--- config.mk ---
export PLATFORM = sky130hd
export DESIGN_NAME = spike_rate_monitor_flat
export DESIGN_NICKNAME = d
export VERILOG_FILES = /design/src/rtl/snn_pkg.sv /design/src/rtl/spike_rate_monitor_if.sv /design/src/rtl/sat_counter.sv /design/src/rtl/spike_rate_monitor.sv /design/src/flat_wrapper.sv
export SDC_FILE = /design/constraint.sdc
export NUM_CORES = 1
export LEC_CHECK = 0
export CORE_MARGIN = 4
export CORE_UTILIZATION = 59
export DETAILED_ROUTE_END_ITERATION = 12
export PLACE_DENSITY = 0.94
export SLEW_MARGIN = 20
export SYNTH_ARGS = -nofsm -noshare
export SYNTH_HDL_FRONTEND = slang
export SYNTH_SLANG_ARGS = --single-unit
--- constraint.sdc ---
create_clock -name clk -period 9.45 [get_ports clk]
set_input_delay 0.945 -clock clk [delete_from_list [all_inputs] [get_ports clk]]
set_output_delay 0.945 -clock clk [all_outputs]
set_load 0.01 [all_outputs]
--- src/rtl/snn_pkg.sv ---
// Shared types and helpers for the spiking-network observation blocks.
package snn_pkg;

    localparam int CNT_W_DEF = 8;
    localparam int MEM_W_DEF = 8;

    typedef enum logic {
        ST_IDLE = 1'b0,
        ST_RUN  = 1'b1
    } mon_state_e;

    // Increment v, holding at the all-ones value of a w-bit field (1 <= w <= 32).
    function automatic logic [31:0] sat_inc(input logic [31:0] v, input int unsigned w);
        logic [31:0] max_v;
        max_v = 32'hFFFF_FFFF >> (32 - w);
        return (v >= max_v) ? v : v + 32'd1;
    endfunction

endpackage

--- src/rtl/spike_rate_monitor_if.sv ---
// Observation bus between the LIF stage / tile pins and the spike rate monitor.
interface spike_rate_monitor_if
    import snn_pkg::*;
#(
    parameter int CNT_W = CNT_W_DEF,
    parameter int MEM_W = MEM_W_DEF
);
    logic             en;
    logic             spike;
    logic [MEM_W-1:0] membrane;
    logic [CNT_W-1:0] window_len;
    logic [CNT_W-1:0] rate;
    logic [MEM_W-1:0] peak;
    logic             rate_valid;
    logic [CNT_W-1:0] isi;
    logic             isi_valid;
    logic             isi_ovf;

    modport master (
        output en, spike, membrane, window_len,
        input  rate, peak, rate_valid, isi, isi_valid, isi_ovf
    );

    modport slave (
        input  en, spike, membrane, window_len,
        output rate, peak, rate_valid, isi, isi_valid, isi_ovf
    );
endinterface

--- src/rtl/sat_counter.sv ---
// Unsigned up-counter that sticks at all-ones; clr beats load1 beats inc.
module sat_counter
    import snn_pkg::*;
#(
    parameter int W = 8
) (
    input  logic         clk,
    input  logic         rst,
    input  logic         clr,
    input  logic         load1,
    input  logic         inc,
    output logic [W-1:0] q
);
    logic [W-1:0] q_q, q_d;

    always_comb begin
        q_d = q_q;
        if (clr) begin
            q_d = '0;
        end else if (load1) begin
            q_d = W'(1);
        end else if (inc) begin
            q_d = W'(sat_inc(32'(q_q), W));
        end
    end

    always_ff @(posedge clk or posedge rst) begin
        if (rst) begin
            q_q <= '0;
        end else begin
            q_q <= q_d;
        end
    end

    assign q = q_q;
endmodule

--- src/rtl/spike_rate_monitor.sv ---
// Passive observer of the LIF stage: windowed spike rate, peak membrane and
// last inter-spike interval, all published from registers.
module spike_rate_monitor
    import snn_pkg::*;
#(
    parameter int CNT_W = CNT_W_DEF,
    parameter int MEM_W = MEM_W_DEF
) (
    input  logic                  clk,
    input  logic                  rst,
    spike_rate_monitor_if.slave   mon
);
    mon_state_e       state_q, state_d;
    logic [CNT_W-1:0] len_q, len_d;
    logic [MEM_W-1:0] pk_acc_q, pk_acc_d;
    logic [CNT_W-1:0] rate_q, rate_d;
    logic [MEM_W-1:0] peak_q, peak_d;
    logic [CNT_W-1:0] isi_q, isi_d;
    logic             rate_valid_q, rate_valid_d;
    logic             isi_valid_q, isi_valid_d;
    logic             armed_q, armed_d;
    logic             isi_ovf_q, isi_ovf_d;

    logic [CNT_W-1:0] wpos, acc, isi_cnt;
    logic [CNT_W-1:0] len_cur, last_pos;
    logic [MEM_W-1:0] mem_max;
    logic             run, win_end;

    assign run = (state_q == ST_RUN) && mon.en;
    // Position 0 uses the live window_len so a new length applies from the first cycle.
    assign len_cur  = (wpos == '0) ? mon.window_len : len_q;
    assign last_pos = len_cur - CNT_W'(1);
    assign win_end  = run && (wpos == last_pos);
    assign mem_max  = (mon.membrane > pk_acc_q) ? mon.membrane : pk_acc_q;

    sat_counter #(.W(CNT_W)) u_wpos (
        .clk(clk), .rst(rst), .clr(!run || win_end), .load1(1'b0), .inc(run), .q(wpos)
    );

    sat_counter #(.W(CNT_W)) u_acc (
        .clk(clk), .rst(rst), .clr(!run || win_end), .load1(1'b0), .inc(run && mon.spike), .q(acc)
    );

    sat_counter #(.W(CNT_W)) u_isi_cnt (
        .clk(clk), .rst(rst), .clr(!run), .load1(run && mon.spike), .inc(run), .q(isi_cnt)
    );

    always_comb begin
        state_d      = state_q;
        len_d        = len_q;
        pk_acc_d     = pk_acc_q;
        rate_d       = rate_q;
        peak_d       = peak_q;
        isi_d        = isi_q;
        rate_valid_d = 1'b0;
        isi_valid_d  = 1'b0;
        armed_d      = armed_q;
        isi_ovf_d    = isi_ovf_q;

        case (state_q)
            ST_IDLE: if (mon.en)  state_d = ST_RUN;
            ST_RUN:  if (!mon.en) state_d = ST_IDLE;
            default: state_d = ST_IDLE;
        endcase

        if (!run) begin
            pk_acc_d  = '0;
            armed_d   = 1'b0;
            isi_ovf_d = 1'b0;
        end else begin
            if (wpos == '0) len_d = mon.window_len;
            pk_acc_d = win_end ? '0 : mem_max;
            if (win_end) begin
                rate_d       = mon.spike ? CNT_W'(sat_inc(32'(acc), CNT_W)) : acc;
                peak_d       = mem_max;
                rate_valid_d = 1'b1;
            end
            if (mon.spike) begin
                if (armed_q) begin
                    isi_d       = isi_cnt;
                    isi_valid_d = 1'b1;
                    if (isi_cnt == '1) isi_ovf_d = 1'b1;
                end
                armed_d = 1'b1;
            end
        end
    end

    always_ff @(posedge clk or posedge rst) begin
        if (rst) begin
            state_q      <= ST_IDLE;
            len_q        <= '0;
            pk_acc_q     <= '0;
            rate_q       <= '0;
            peak_q       <= '0;
            isi_q        <= '0;
            rate_valid_q <= 1'b0;
            isi_valid_q  <= 1'b0;
            armed_q      <= 1'b0;
            isi_ovf_q    <= 1'b0;
        end else begin
            state_q      <= state_d;
            len_q        <= len_d;
            pk_acc_q     <= pk_acc_d;
            rate_q       <= rate_d;
            peak_q       <= peak_d;
            isi_q        <= isi_d;
            rate_valid_q <= rate_valid_d;
            isi_valid_q  <= isi_valid_d;
            armed_q      <= armed_d;
            isi_ovf_q    <= isi_ovf_d;
        end
    end

    assign mon.rate       = rate_q;
    assign mon.peak       = peak_q;
    assign mon.rate_valid = rate_valid_q;
    assign mon.isi        = isi_q;
    assign mon.isi_valid  = isi_valid_q;
    assign mon.isi_ovf    = isi_ovf_q;
endmodule

--- src/flat_wrapper.sv ---
// flat-port wrapper written by rule: the top's interface ports become plain ports
module spike_rate_monitor_flat import snn_pkg::*;
#(
    parameter int CNT_W = CNT_W_DEF,
    parameter int MEM_W = MEM_W_DEF
)
  (clk, rst, mon_en, mon_spike, mon_membrane, mon_window_len, mon_rate, mon_peak, mon_rate_valid, mon_isi, mon_isi_valid, mon_isi_ovf);
  spike_rate_monitor_if #(.CNT_W(CNT_W), .MEM_W(MEM_W)) mon_i ();
  input  logic clk;
  input  logic rst;
  input wire logic [$bits(mon_i.en)-1:0] mon_en;
  input wire logic [$bits(mon_i.spike)-1:0] mon_spike;
  input wire logic [$bits(mon_i.membrane)-1:0] mon_membrane;
  input wire logic [$bits(mon_i.window_len)-1:0] mon_window_len;
  output wire logic [$bits(mon_i.rate)-1:0] mon_rate;
  output wire logic [$bits(mon_i.peak)-1:0] mon_peak;
  output wire logic [$bits(mon_i.rate_valid)-1:0] mon_rate_valid;
  output wire logic [$bits(mon_i.isi)-1:0] mon_isi;
  output wire logic [$bits(mon_i.isi_valid)-1:0] mon_isi_valid;
  output wire logic [$bits(mon_i.isi_ovf)-1:0] mon_isi_ovf;
  assign mon_i.en = mon_en;
  assign mon_i.spike = mon_spike;
  assign mon_i.membrane = mon_membrane;
  assign mon_i.window_len = mon_window_len;
  assign mon_rate = mon_i.rate;
  assign mon_peak = mon_i.peak;
  assign mon_rate_valid = mon_i.rate_valid;
  assign mon_isi = mon_i.isi;
  assign mon_isi_valid = mon_i.isi_valid;
  assign mon_isi_ovf = mon_i.isi_ovf;
  spike_rate_monitor #(.CNT_W(CNT_W), .MEM_W(MEM_W)) u_core (.clk(clk), .rst(rst), .mon(mon_i));
endmodule
### Yosys cells after proc, flatten, opt, wreduce, memory -nomap -nowiden

Cells that the tools add are included.
W data, S select, Z words.

* equal/unequal tests: 7
* order comparisons: 4
* $add $sub $neg: 4
* reductions and logical operators: 12
* mux-type cells: 26

Operators by type and width (count)
* $mux W8: 14
* $add A8 B1 Y8 const B: 3
* $ge A8 B8 Y1 const B: 3
* $mux W1: 12
* $eq A8 B8 Y1: 1
* $eq A8 B8 Y1 const B: 1
* $gt A8 B8 Y1: 1
* $logic_not A8 Y1: 1
* $sub A8 B1 Y8 const B: 1
* $ne A2 B2 Y1 const B: 3
* $reduce_and A3 Y1: 2
* $reduce_and A2 Y1: 2
* $reduce_bool A2 Y1: 2
* $logic_and A1 B1 Y1: 3
* $ne A3 B3 Y1 const B: 1
* $ne A2 B1 Y1 const B: 1
* $logic_not A1 Y1: 1
* $logic_or A1 B1 Y1: 1

* register bits: 69
* word-level logic and storage cells: 66
* input port bits: 20

### Logic depth before layout (Yosys ltp)

Gate-level depths: netlist of run 1.

* word-level depth: 8
* mapped depth: 15
* gate-level depth less buffers: 12

### Modules after synthesis

A second synthesis of run 1 with hierarchy kept.

* cells, all modules: 395
* area, all modules: 3978.8 um2

Modules (own cells, without submodules)
* spike_rate_monitor: area an instance 2586.2 um2, sequential area each 1126.1 um2, cells each 260, times used 1
* sat_counter: area an instance 464.2 um2, sequential area each 200.2 um2, cells each 45, times used 3

### Worst setup path after synthesis of run 1

Ideal clock, no wire load.

* path kind: flip-flop to flip-flop
* start point: reg u_core.u_wpos.q_q[0] (netlist: u_core.u_wpos.q[0])
* end point: reg u_core.rate_q[3] (netlist: u_core.mon.rate[3])
* data arrival time: 3.497 ns
* slack: 5.825 ns
* stages on the path, launching flop included: 15
* cells stage by stage: dfrtp_1 inv_1 ha_1 or4b_1 buf_2 nor2_4 mux2i_1 ha_1 clkbuf_1 nor3b_1 a211oi_1 nor3b_1 nor4_1 nand4_4 mux2_1

* word-level cells in the longest chain between the ends: 6

Ends and longest elaborated chain
* from (decl): line sat_counter.sv:14 `logic [W-1:0] q_q, q_d;`
* from (signal assigned): line sat_counter.sv:31 `q_q <= q_d;`
* $logic_not A8 Y1: line spike_rate_monitor.sv:31 `assign len_cur = (wpos == '0) ? mon.window_len : len_q;`
* $mux W8
* $sub A8 B1 Y8: line spike_rate_monitor.sv:32 `assign last_pos = len_cur - CNT_W'(1);`
* $eq A8 B8 Y1 (*): line spike_rate_monitor.sv:33 `assign win_end = run && (wpos == last_pos);`
* $logic_and A1 B1 Y1 (*): line spike_rate_monitor.sv:33
* $reduce_and A2 Y1 (no source line) (*)
* to (signal assigned): line spike_rate_monitor.sv:105 `rate_q <= rate_d;`
* to (decl): line spike_rate_monitor.sv:16 `logic [CNT_W-1:0] rate_q, rate_d;`

Every way passes the cells marked *; elsewhere a longest branch is shown, timed or not.
A chain may end at the register's enable or synchronous reset.

### Worst setup path after layout of run 1

Same ends and word-level chain as after synthesis.

==> results.txt, run 1 <==
----------------------------------------------------
[Cells and area]
  Most frequent cells in the layout ... dfrtp_1, clkdlybuf4s50_1, nor2_1
  Layout cells sized above 1 ... 9.98%
  Leading cell type in the layout, fill and taps excluded ... dfrtp_1
  Final net count ... 429
  Fillers ... 413
  Diodes inserted ... 0
  Layout Area Growth over Synthesis ... 18.8%
  Final cell count without fillers ... 476

[STA]
  Final min period ... 4150 ps
  Count of endpoints failing hold in the final timing report ... 0
  Worst Skew ... 8.21 ps
  Worst slew margin relative to its limit ... 44.6%
  Highest Clock Rate ... 0.241 GHz
  Post-route fraction of the period consumed by the critical path ... 43.9%
  TNS Setup ... 0 ps
  Minimum hold slack ... 484 ps
  Max Slew Vio Count ... 0
  Setup repair after global routing missed its margin ... false
  Setup Viol. Count Final ... 0
  Transition time at the pin with the least slew margin ... 830 ps
  Final setup margin ... 5300 ps

[Routing]
  Count of routing violations after the opening detailed-route iteration ... 116
  Post-route antenna net violation count ... 0
  Total Routed Length ... 7.75 mm
  Residual DRC count ... 0
  First-pass DRT Iterations ... 5
  Average wire per cell in the routed design ... 16.3 um
  Via count ... 2809
  Number of vias per cell after detailed routing ... 5.90

[GRT]
  Largest net degree at the start of global routing ... 70
  Total grt overflow ... 0
  Total Routing Usage GR ... 22.4%
  Wire length of the first global-routing pass ... 12.9 mm
  Antenna violations before repair ... 0
  Number of global-route vias before repair ... 2773

[Clock network]
  Number of instances resized during post-cts repair ... 0
  Quantity of hold-fixing buffers added after cts ... 0
  Clock Sinks ... 69
  H-tree level count ... 3
  CTS Buf Count ... 9
  Root Driver ... clkbuf_8
  Clock latency at the later pin of the worst-skew pair ... 350 ps
  CTS tree ... yes
  Post-CTS Repair Setup Buffers ... 0
  Worst-path clk slew ... 70 ps
  Maximum buffer depth of the clock tree ... 2

[Logic synthesis]
  Cell area after synthesis ... 3600 um2
  Flops & latches, synth ... 69
  Post-Synthesis Mean Instance Area ... 10.3 um2
  Predominant post-synthesis flop cell ... dfrtp_1
  Yosys warns ... 0
  Fraction of the yosys area taken by sequential cells ... 47.9%
  Synthesized instance count ... 351
  Number of library cell types mapped by synthesis ... 46
  Number of nets produced by synthesis ... 384
  Count of flip-flops with a built-in enable after synthesis ... 0
  Proportion of synthesized flip-flops having asynchronous set or reset ... 100%

[Power and ir drop]
  Total power ... 0.655 mW
  Leakage ... 2.02 nW
  Peak supply drop ... 131 uV
  Power density cells ... 153 nW/um2

[Place]
  Routability Congestion ... 0.885
  Total placed cells including tap cells ... 460
  Detailed placement HPWL ... 5.50 mm
  Pre-CTS setup slack ... 5300 ps
  Number of buffers inserted by port buffering ... 46

[Worst setup path]
  Max incr delay on CP ... 610 ps
  CP endpoint kind ... flip-flop
  Start-to-end type of the worst setup path ... reg -> reg
  Nature of the critical path startpoint ... flip-flop
  Cell type of the slowest stage on the worst timing path ... or4b_1
  Cells traversed along the worst timing path ... inv_1 > ha_1 > or4b_1 > nor2_4 > mux2i_1 > ha_1 > nor3b_1 > a211oi_1 > nor3b_1 > nor4_1 > nand4_4 > mux2_1
  Data required time at the worst endpoint ... 9670 ps
  Arrival time worst endpoint ... 4380 ps
  CP Max Fanout ... 17
  Crit path max-delay family ... simple AND/OR/NAND/NOR gates
  Count of buffer and inverter cells on the critical path ... 1

[Floorplan]
  Initial core utilization ... 60.8%
  Y dimension of the die ... 86.1 um
  Area inside the core boundary ... 5920 um2
  Die Outline Area ... 7420 um2
  I/O pin cnt ... 47
  X dimension of the die ... 86.1 um
  Std cell rows ... 28

[Status]
  Outcome ... finished, final reports clean

[Min path]
  Type of the tightest min-delay check ... reg -> reg

[Flow run]
  Max-cap violations ... 0

----------------------------------------------------
-- worst paths after layout --
path / startpoint / to / slack, ps / cells after the start
max: u_core.u_wpos.q[0] / u_core.mon.rate[3] / 5300 / 12
min reg2reg: u_core.mon.isi[7] / u_core.mon.isi[7] / 480 / 2
min: u_core.mon.isi[7] / u_core.mon.isi[7] / 480 / 2
min in group asynchronous: rst / u_core.u_acc.q[5] / 1190 / 3
max in group asynchronous: rst / u_core.len_q[3] / 7730 / 3
max reg2reg: u_core.u_wpos.q[0] / u_core.mon.rate[3] / 5300 / 12
-- stage by stage --
stage / utilization, % / instance area, um2
2_1_floorplan: - / 3600
6_report: 72.2 / 4280
3_3_place_gp: 69.2 / 4100
5_1_grt: 72.2 / 4280
4_1_cts: 72.2 / 4280
3_5_place_dp: 69.2 / 4100
-- power breakdown --
group | switching [mW] | internal [mW]
combinational | 0.0546 | 0.0530
clock | 0.110 | 0.109
sequential | 0.0162 | 0.312
total | 0.180 | 0.475
-- flip-flops by register name (all words and copies together), names as in the netlist --
register               cells
u_core.len_q               8
u_core.mon.isi             8
u_core.mon.peak            8
u_core.mon.rate            8
u_core.pk_acc_q            8
u_core.u_acc.q             8
u_core.u_isi_cnt.q         8
u_core.u_wpos.q            8
u_core.armed_q             1
u_core.mon.isi_ovf         1
u_core.mon.isi_valid       1
u_core.mon.rate_valid      1
u_core.state_q             1
-- synth_stat cells, types with 2 or more instances --
master,number,area (um2)
dfrtp_1,69,1730
inv_1,29,109
nor2_1,29,109
mux2i_1,23,230
nand2_1,21,78.8
mux2_2,20,225
o21ai_0,20,100
nand3_1,14,70.1
xnor2_1,14,123
ha_1,13,163
nor3_1,11,55.1
nor2b_1,9,56.3
a21oi_1,8,40.0
a31oi_1,6,37.5
clkbuf_1,6,22.5
nand4_1,6,37.5
nand2b_1,5,31.3
and3_1,4,25.0
buf_2,4,20.0
o211ai_1,4,30.0
xor2_1,4,35.0
a211oi_1,3,22.5
nor3b_1,3,22.5
nor4_1,3,18.8
o31ai_1,2,15.0
-- worst register-to-register path, stage by stage, from the launching register on --
cell	delay, ps
dfrtp_1	420
inv_1	100
ha_1	160
or4b_1	610
nor2_4	260
mux2i_1	350
ha_1	350
nor3b_1	90
a211oi_1	220
nor3b_1	80
nor4_1	530
nand4_4	430
mux2_1	440
-- area by class of cell --
cell class              instances  area, um2  share of cell area, %
clock buffers                  13        159                   3.72
clock inverters                 3       20.0                  0.468
inverters                      29        109                   2.55
multi-input cells             240       1700                   39.8
flip-flops and latches         69       1730                   40.4
well taps                      75       93.8                   2.19
repair buffers                 47        468                   10.9
-- logic make-up after synthesis --
logic type / count (synthesis) / share of synthesized area (%)
compound gates: 51 / 8.72
xor+xnor: 18 / 4.38
fa+ha+maj: 13 / 4.52
buf+inv: 42 / 4.83
flops: 69 / 48.0
mux: 44 / 13.0
simple gates: 114 / 16.6
-- routing by layer --
layer / vias up / GRT usage [%] / routed length (um)
li1: 1317 / - / -
met1: 1380 / 28.0 / 3240
met2: 100 / 37.2 / 3950
met3: 12 / 6.15 / 434
met4: 0 / 7.77 / 119
met5: - / 0 / 0
Note: power is estimated with default switching activity, not from simulation.
==> run 2: changes to the inputs <==
--- a/config.mk
+++ b/config.mk
@@ -6,9 +6,9 @@
 export NUM_CORES = 1
 export LEC_CHECK = 0
 export CORE_MARGIN = 4
-export CORE_UTILIZATION = 59
+export CORE_UTILIZATION = 55
 export DETAILED_ROUTE_END_ITERATION = 12
-export PLACE_DENSITY = 0.94
+export PLACE_DENSITY = 0.89
 export SLEW_MARGIN = 20
 export SYNTH_ARGS = -nofsm -noshare
 export SYNTH_HDL_FRONTEND = slang
==> constraint.sdc (replaced) <==
create_clock -name clk -period 4.3 [get_ports clk]
set_input_delay 0.43 -clock clk [delete_from_list [all_inputs] [get_ports clk]]
set_output_delay 0.43 -clock clk [all_outputs]
set_load 0.01 [all_outputs]
==> run 2 against run 1 <==
Against the previous run:
- worst hold slack improved by 2.1 ps
- clock skew decreased by 1.2 ps
- via count decreased by 2.1%
- wire length decreased by 2.3%
- critical path depth increased by 1
- global-route usage decreased by 1.6 points
- total power increased by 120%
- clock power increased by 130%
- utilization decreased by 4.4 points
- setup slack got worse by 5000 ps
- sequential share of layout area decreased by 0.29 points
- largest power group unchanged
==> results.txt, run 2 (synthesis results as in run 1) <==
----------------------------------------------------
[Status]
  Outcome ... finished, final reports clean (unchanged)

[Worst setup path]
  Crit Reg-Reg Startpoint ... u_core.u_wpos.q[0] (unchanged)
  Depth of the worst register-to-register path ... 13 (was 12)
  CP Max Fanout ... 10 (was 17)
  Register-to-register setup slack ... 270 ps (was 5300 ps)
  Worst r2r dst ... u_core.mon.peak[7] (was u_core.mon.rate[3])
  Start-to-end type of the worst setup path ... reg -> reg (unchanged)
  Max incr delay on CP ... 620 ps (was 610 ps)
  Data required time at the worst endpoint ... 4510 ps (was 9670 ps)
  Nature of the critical path startpoint ... flip-flop (unchanged)
  Cell type of the slowest stage on the worst timing path ... or4b_1 (unchanged)
  CP endpoint kind ... flip-flop (unchanged)
  Arrival time worst endpoint ... 4230 ps (was 4380 ps)
  Cells traversed along the worst timing path ... inv_1 > ha_1 > or4b_1 > nor2_4 > mux2i_2 > ha_1 > nor3b_1 > a211oi_1 > nor3b_1 > nor4_2 > nand4_4 > buf_4 > mux2i_1 (was inv_1 > ha_1 > or4b_1 > nor2_4 > mux2i_1 > ha_1 > nor3b_1 > a211oi_1 > nor3b_1 > nor4_1 > nand4_4 > mux2_1)

[Floorplan]
  Initial core utilization ... 56.7% (was 60.8%)
  Area inside the core boundary ... 6350 um2 (was 5920 um2)
  Y dimension of the die ... 88.9 um (was 86.1 um)
  Std cell rows ... 29 (was 28)
  I/O pin cnt ... 47 (unchanged)
  X dimension of the die ... 88.9 um (was 86.1 um)
  Die Outline Area ... 7910 um2 (was 7420 um2)

[Cells and area]
  Final net count ... 430 (was 429)
  Most frequent cells in the layout ... dfrtp_1, clkdlybuf4s50_1, nor2_1 (unchanged)
  Layout Area Growth over Synthesis ... 19.6% (was 18.8%)
  Diodes inserted ... 0 (unchanged)
  Fillers ... 446 (was 413)
  Leading cell type in the layout, fill and taps excluded ... dfrtp_1 (unchanged)
  Layout cells sized above 1 ... 10.7% (was 9.98%)
  Post-route standard cell area excluding fillers ... 4310 um2 (was 4280 um2)

[Min path]
  Cell count of the worst hold path ... 2 (unchanged)
  Worst min-delay path endpoint ... u_core.mon.isi[7] (unchanged)
  Type of the tightest min-delay check ... reg -> reg (unchanged)
  Hold_sp ... u_core.mon.isi[7] (unchanged)

[STA]
  Count of endpoints failing hold in the final timing report ... 0 (unchanged)
  Post-route fraction of the period consumed by the critical path ... 93.6% (was 43.9%)
  Transition time at the pin with the least slew margin ... 897 ps (was 830 ps)
  Highest Clock Rate ... 0.248 GHz (was 0.241 GHz)
  Final min period ... 4030 ps (was 4150 ps)
  Setup Viol. Count Final ... 0 (unchanged)
  Worst Skew ... 7.05 ps (was 8.21 ps)
  TNS Setup ... 0 ps (unchanged)
  Setup repair after global routing missed its margin ... false (unchanged)
  Minimum hold slack ... 486 ps (was 484 ps)
  Max Slew Vio Count ... 0 (unchanged)
  Worst slew margin relative to its limit ... 40.2% (was 44.6%)

[Flow run]
  Max-cap violations ... 0 (unchanged)

[Routing]
  Via count ... 2750 (was 2809)
  Count of routing violations after the opening detailed-route iteration ... 135 (was 116)
  Residual DRC count ... 0 (unchanged)
  Average wire per cell in the routed design ... 15.8 um (was 16.3 um)
  Total Routed Length ... 7.57 mm (was 7.75 mm)
  First-pass DRT Iterations ... 5 (unchanged)
  Number of vias per cell after detailed routing ... 5.75 (was 5.90)
  Post-route antenna net violation count ... 0 (unchanged)

[Clock network]
  Clock latency at the later pin of the worst-skew pair ... 340 ps (was 350 ps)
  Clock Sinks ... 69 (unchanged)
  Maximum buffer depth of the clock tree ... 2 (unchanged)
  Root Driver ... clkbuf_8 (unchanged)
  CTS Buf Count ... 9 (unchanged)
  H-tree level count ... 3 (unchanged)
  Worst-path clk slew ... 70 ps (about the same)
  Post-CTS Repair Setup Buffers ... 0 (unchanged)
  CTS tree ... yes (unchanged)

[Power and ir drop]
  Total power ... 1.46 mW (was 0.655 mW)
  Peak supply drop ... 252 uV (was 131 uV)
  Power density cells ... 339 nW/um2 (was 153 nW/um2)
  Leakage ... 2.03 nW (was 2.02 nW)

[GRT]
  Total grt overflow ... 0 (unchanged)
  Wire length of the first global-routing pass ... 12.5 mm (was 12.9 mm)
  Largest net degree at the start of global routing ... 55 (was 70)
  Total Routing Usage GR ... 20.7% (was 22.4%)
  Antenna violations before repair ... 0 (unchanged)
  Number of global-route vias before repair ... 2714 (was 2773)

[Place]
  Detailed placement HPWL ... 5.58 mm (was 5.50 mm)
  Area after DPL ... 4110 um2 (was 4100 um2)
  Number of buffers inserted by port buffering ... 46 (unchanged)
  Routability Congestion ... 0.916 (was 0.885)

----------------------------------------------------
==> run 2: what timing repair did <==
action                                  in CTS  in global routing
gates resized for setup                      0                  3
endpoints found under the setup margin       0                 41
hold buffers                                 0                  0
==> run 2: metrics by stage <==
stage	setup slack (ps)	std cells	utilization (%)
2_1_floorplan	675	351	-
3_3_place_gp	416	463	64.7
3_5_place_dp	138	463	64.7
4_1_cts	78.3	478	67.5
5_1_grt	21.8	478	67.8
6_report	273	478	67.8
==> run 2: worst max path at each step <==
stage / from / end / slack [ps] / depth (start not counted)
after floorplan: u_core.u_wpos.q[0] / u_core.mon.rate[3] / 680 / 14
after global placement: u_core.u_wpos.q[0] / u_core.u_wpos.q[7] / 420 / 12
after detailed placement: u_core.u_wpos.q[0] / u_core.u_wpos.q[7] / 140 / 12
after CTS: u_core.u_wpos.q[0] / u_core.u_wpos.q[7] / 80 / 12
after global routing: u_core.u_wpos.q[0] / u_core.mon.peak[7] / 20 / 13
final: u_core.u_wpos.q[0] / u_core.mon.peak[7] / 270 / 13
==> run 2: power by group <==
| group | switching, mW | total [mW] | internal [mW] | leakage (nW) |
|---|---|---|---|---|
| Combinational | 0.124 | 0.242 | 0.118 | 1.04 |
| Clock | 0.237 | 0.499 | 0.262 | 0.0919 |
| Sequential | 0.0356 | 0.722 | 0.686 | 0.895 |
==> run 2: per-layer routing <==
layer / global-route usage, % / vias to the layer above / share of wire (%) / wire length, um
met5: 0 / - / 0 / 0
met3: 4.24 / 11 / 5.1 / 388
met1: 26.5 / 1335 / 43 / 3220
met4: 10.0 / 0 / 1.3 / 96
li1: - / 1318 / - / -
met2: 33.7 / 86 / 51 / 3860
==> run 2: area by class of cell <==
type                            count  area [um2]  area share, %
Inverter                           29         110           2.56
Multi-Input combinational cell    240        1720           39.9
Sequential cell                    69        1730           40.1
Clock buffer                       10         128           2.96
Timing Repair Buffer               48         475           11.0
Tap cell                           77        96.3           2.24
Clock inverter                      5        52.6           1.22
==> run 2: critical path: cells and delay by family (launching register included) <==
kind / cells / cell delay (ps)
AOI/OAI and AO/OA: 1 / 250
adders and majority gates: 2 / 520
buffers and inverters: 2 / 390
DFF: 1 / 420
muxes: 2 / 460
and+or+nand+nor: 6 / 1830
==> run 3: changes to the inputs <==
--- a/config.mk
+++ b/config.mk
@@ -8,7 +8,7 @@
 export CORE_MARGIN = 4
 export CORE_UTILIZATION = 55
 export DETAILED_ROUTE_END_ITERATION = 12
-export PLACE_DENSITY = 0.89
+export PLACE_DENSITY = 0.84
 export SLEW_MARGIN = 20
 export SYNTH_ARGS = -nofsm -noshare
 export SYNTH_HDL_FRONTEND = slang
==> run 3 against run 2 <==
Against the previous run:
- fmax is 3.6% higher
- worst hold slack better by 6.6 ps
- first-iteration DRC count grew 0.74%
- final cell count rose by 1.3%
- combinational power decreased by 2%
- clock skew grew 7.4 ps
- highest routed layer unchanged
- register-to-register slack improved by 140 ps
- non-clock buffer count grew 5
- sequential share of layout area down 0.54 points
- wire length decreased by 2.7%
==> results.txt, run 3 (synthesis results as in run 1) <==
----------------------------------------------------
[Routing]
  Number of vias per cell after detailed routing ... 5.62 (was 5.75)
  Post-route antenna net violation count ... 0 (unchanged)
  Count of routing violations after the opening detailed-route iteration ... 136 (was 135)
  First-pass DRT Iterations ... 4 (was 5)
  Via count ... 2722 (was 2750)
  Total Routed Length ... 7.36 mm (was 7.57 mm)
  Average wire per cell in the routed design ... 15.2 um (was 15.8 um)
  Residual DRC count ... 0 (unchanged)

[STA]
  Transition time at the pin with the least slew margin ... 832 ps (was 897 ps)
  Count of endpoints failing hold in the final timing report ... 0 (unchanged)
  Max Slew Vio Count ... 0 (unchanged)
  Worst Skew ... 14.5 ps (was 7.05 ps)
  TNS Setup ... 0 ps (unchanged)
  Post-route fraction of the period consumed by the critical path ... 90.4% (was 93.6%)
  Highest Clock Rate ... 0.257 GHz (was 0.248 GHz)
  Worst slew margin relative to its limit ... 44.5% (was 40.2%)
  Setup Viol. Count Final ... 0 (unchanged)
  Setup repair after global routing missed its margin ... false (unchanged)
  Final min period ... 3890 ps (was 4030 ps)

[Power and ir drop]
  Power density cells ... 349 nW/um2 (was 339 nW/um2)
  Peak supply drop ... 188 uV (was 252 uV)
  Leakage ... 2.07 nW (was 2.03 nW)
  Total power ... 1.53 mW (was 1.46 mW)

[Clock network]
  Worst-path clk slew ... 80 ps (was 70 ps)
  Quantity of hold-fixing buffers added after cts ... 0 (unchanged)
  Clock Sinks ... 69 (unchanged)
  Clock latency at the later pin of the worst-skew pair ... 340 ps (about the same)
  H-tree level count ... 3 (unchanged)
  CTS Buf Count ... 9 (unchanged)
  CTS tree ... yes (unchanged)
  Maximum buffer depth of the clock tree ... 2 (unchanged)
  Root Driver ... clkbuf_8 (unchanged)

[Place]
  Detailed placement HPWL ... 5.24 mm (was 5.58 mm)
  Routability Congestion ... 0.863 (was 0.916)
  Number of buffers inserted by port buffering ... 46 (unchanged)

[Cells and area]
  Diodes inserted ... 0 (unchanged)
  Layout Area Growth over Synthesis ... 21.3% (was 19.6%)
  Layout cells sized above 1 ... 11.8% (was 10.7%)
  Final net count ... 435 (was 430)
  Leading cell type in the layout, fill and taps excluded ... dfrtp_1 (unchanged)
  Most frequent cells in the layout ... dfrtp_1, clkdlybuf4s50_1, nor2_1 (unchanged)

[Worst setup path]
  CP endpoint kind ... flip-flop (unchanged)
  Start-to-end type of the worst setup path ... reg -> reg (unchanged)
  Data required time at the worst endpoint ... 4510 ps (about the same)
  CP Max Fanout ... 24 (was 10)
  Nature of the critical path startpoint ... flip-flop (unchanged)
  Arrival time worst endpoint ... 4090 ps (was 4230 ps)

[GRT]
  Antenna violations before repair ... 0 (unchanged)
  Wire length of the first global-routing pass ... 12.3 mm (was 12.5 mm)
  Total grt overflow ... 0 (unchanged)
  Number of global-route vias before repair ... 2611 (was 2714)
  Total Routing Usage GR ... 20.2% (was 20.7%)
  Largest net degree at the start of global routing ... 51 (was 55)

[Floorplan]
  Area inside the core boundary ... 6350 um2 (unchanged)
  Std cell rows ... 29 (unchanged)
  I/O pin cnt ... 47 (unchanged)
  Initial core utilization ... 56.7% (unchanged)
  X dimension of the die ... 88.9 um (unchanged)
  Die Outline Area ... 7910 um2 (unchanged)
  Y dimension of the die ... 88.9 um (unchanged)

[Status]
  Outcome ... finished, final reports clean (unchanged)

[Flow run]
  Max-cap violations ... 0 (unchanged)

[Min path]
  Type of the tightest min-delay check ... reg -> reg (unchanged)

----------------------------------------------------
## run 3: per-layer routing
metal | GRT usage [%] | wire length, um | vias up | share of wire, %
li1 | - | - | 1327 | -
met2 | 33.7 | 3740 | 65 | 51
met5 | 0 | 0 | - | 0
met4 | 6.87 | 118 | 0 | 1.6
met3 | 4.42 | 322 | 13 | 4.4
met1 | 26.1 | 3180 | 1317 | 43
## run 3: worst max-delay path, stage by stage, from the launching register on
cell and delay, ps:
dfrtp_1 420, inv_1 110, ha_1 160, or4b_1 610, nor2_4 260, mux2i_1 320
ha_1 350, nor3b_1 90, a211oi_1 240, nor3b_1 80, nor4_1 290, buf_4 180
a31o_2 500, nor3_1 120
## run 3: repair_timing
action,CTS,global route
endpoints found under the hold margin,0,0
setup endpoints to repair,0,1
resized for setup,0,0
setup buffers,0,5
## run 3: power breakdown
| part | total [mW] | switching, mW | internal (mW) | leakage (nW) |
|---|---|---|---|---|
| clock | 0.569 | 0.251 | 0.318 | 0.109 |
| sequential | 0.721 | 0.0352 | 0.686 | 0.895 |
| combinational | 0.236 | 0.118 | 0.118 | 1.07 |
## run 3: layout make-up
| class | count | area [um2] |
|---|---|---|
| clock inverter | 4 | 55.1 |
| fill | 467 | 1980 |
| timing repair buffer | 53 | 513 |
| clock buffer | 12 | 165 |
| inverter | 29 | 110 |
| sequential | 69 | 1730 |
| multi-input combinational | 240 | 1700 |
| tap | 77 | 96.3 |
## run 3: worst paths after layout
kind,from,to,slack (ps),cells past startpoint
worst min register to register,u_core.mon.isi_ovf,u_core.mon.isi_ovf,490,2
min in group asynchronous,rst,u_core.mon.rate_valid,530,2
worst max register to register,u_core.u_wpos.q[0],u_core.u_wpos.q[7],410,13
worst min-delay path,u_core.mon.isi_ovf,u_core.mon.isi_ovf,490,2
max in group asynchronous,rst,u_core.u_wpos.q[0],3000,3
worst max-delay path,u_core.u_wpos.q[0],u_core.u_wpos.q[7],410,13
## run 3: through the flow
| step | cell area [um2] | setup WS [ps] | utilization (%) | instances | hold slack, ps |
|---|---|---|---|---|---|
| CTS | 4330 | 280 | 68.2 | 479 | 498 |
| global route | 4370 | 102 | 68.8 | 484 | 510 |
| finish | 4370 | 413 | 68.8 | 484 | 493 |
| detailed placement | 4110 | 305 | 64.7 | 463 | 480 |
| global placement | 4110 | 446 | 64.7 | 463 | 460 |
| floorplan | 3600 | 675 | - | 351 | 461 |
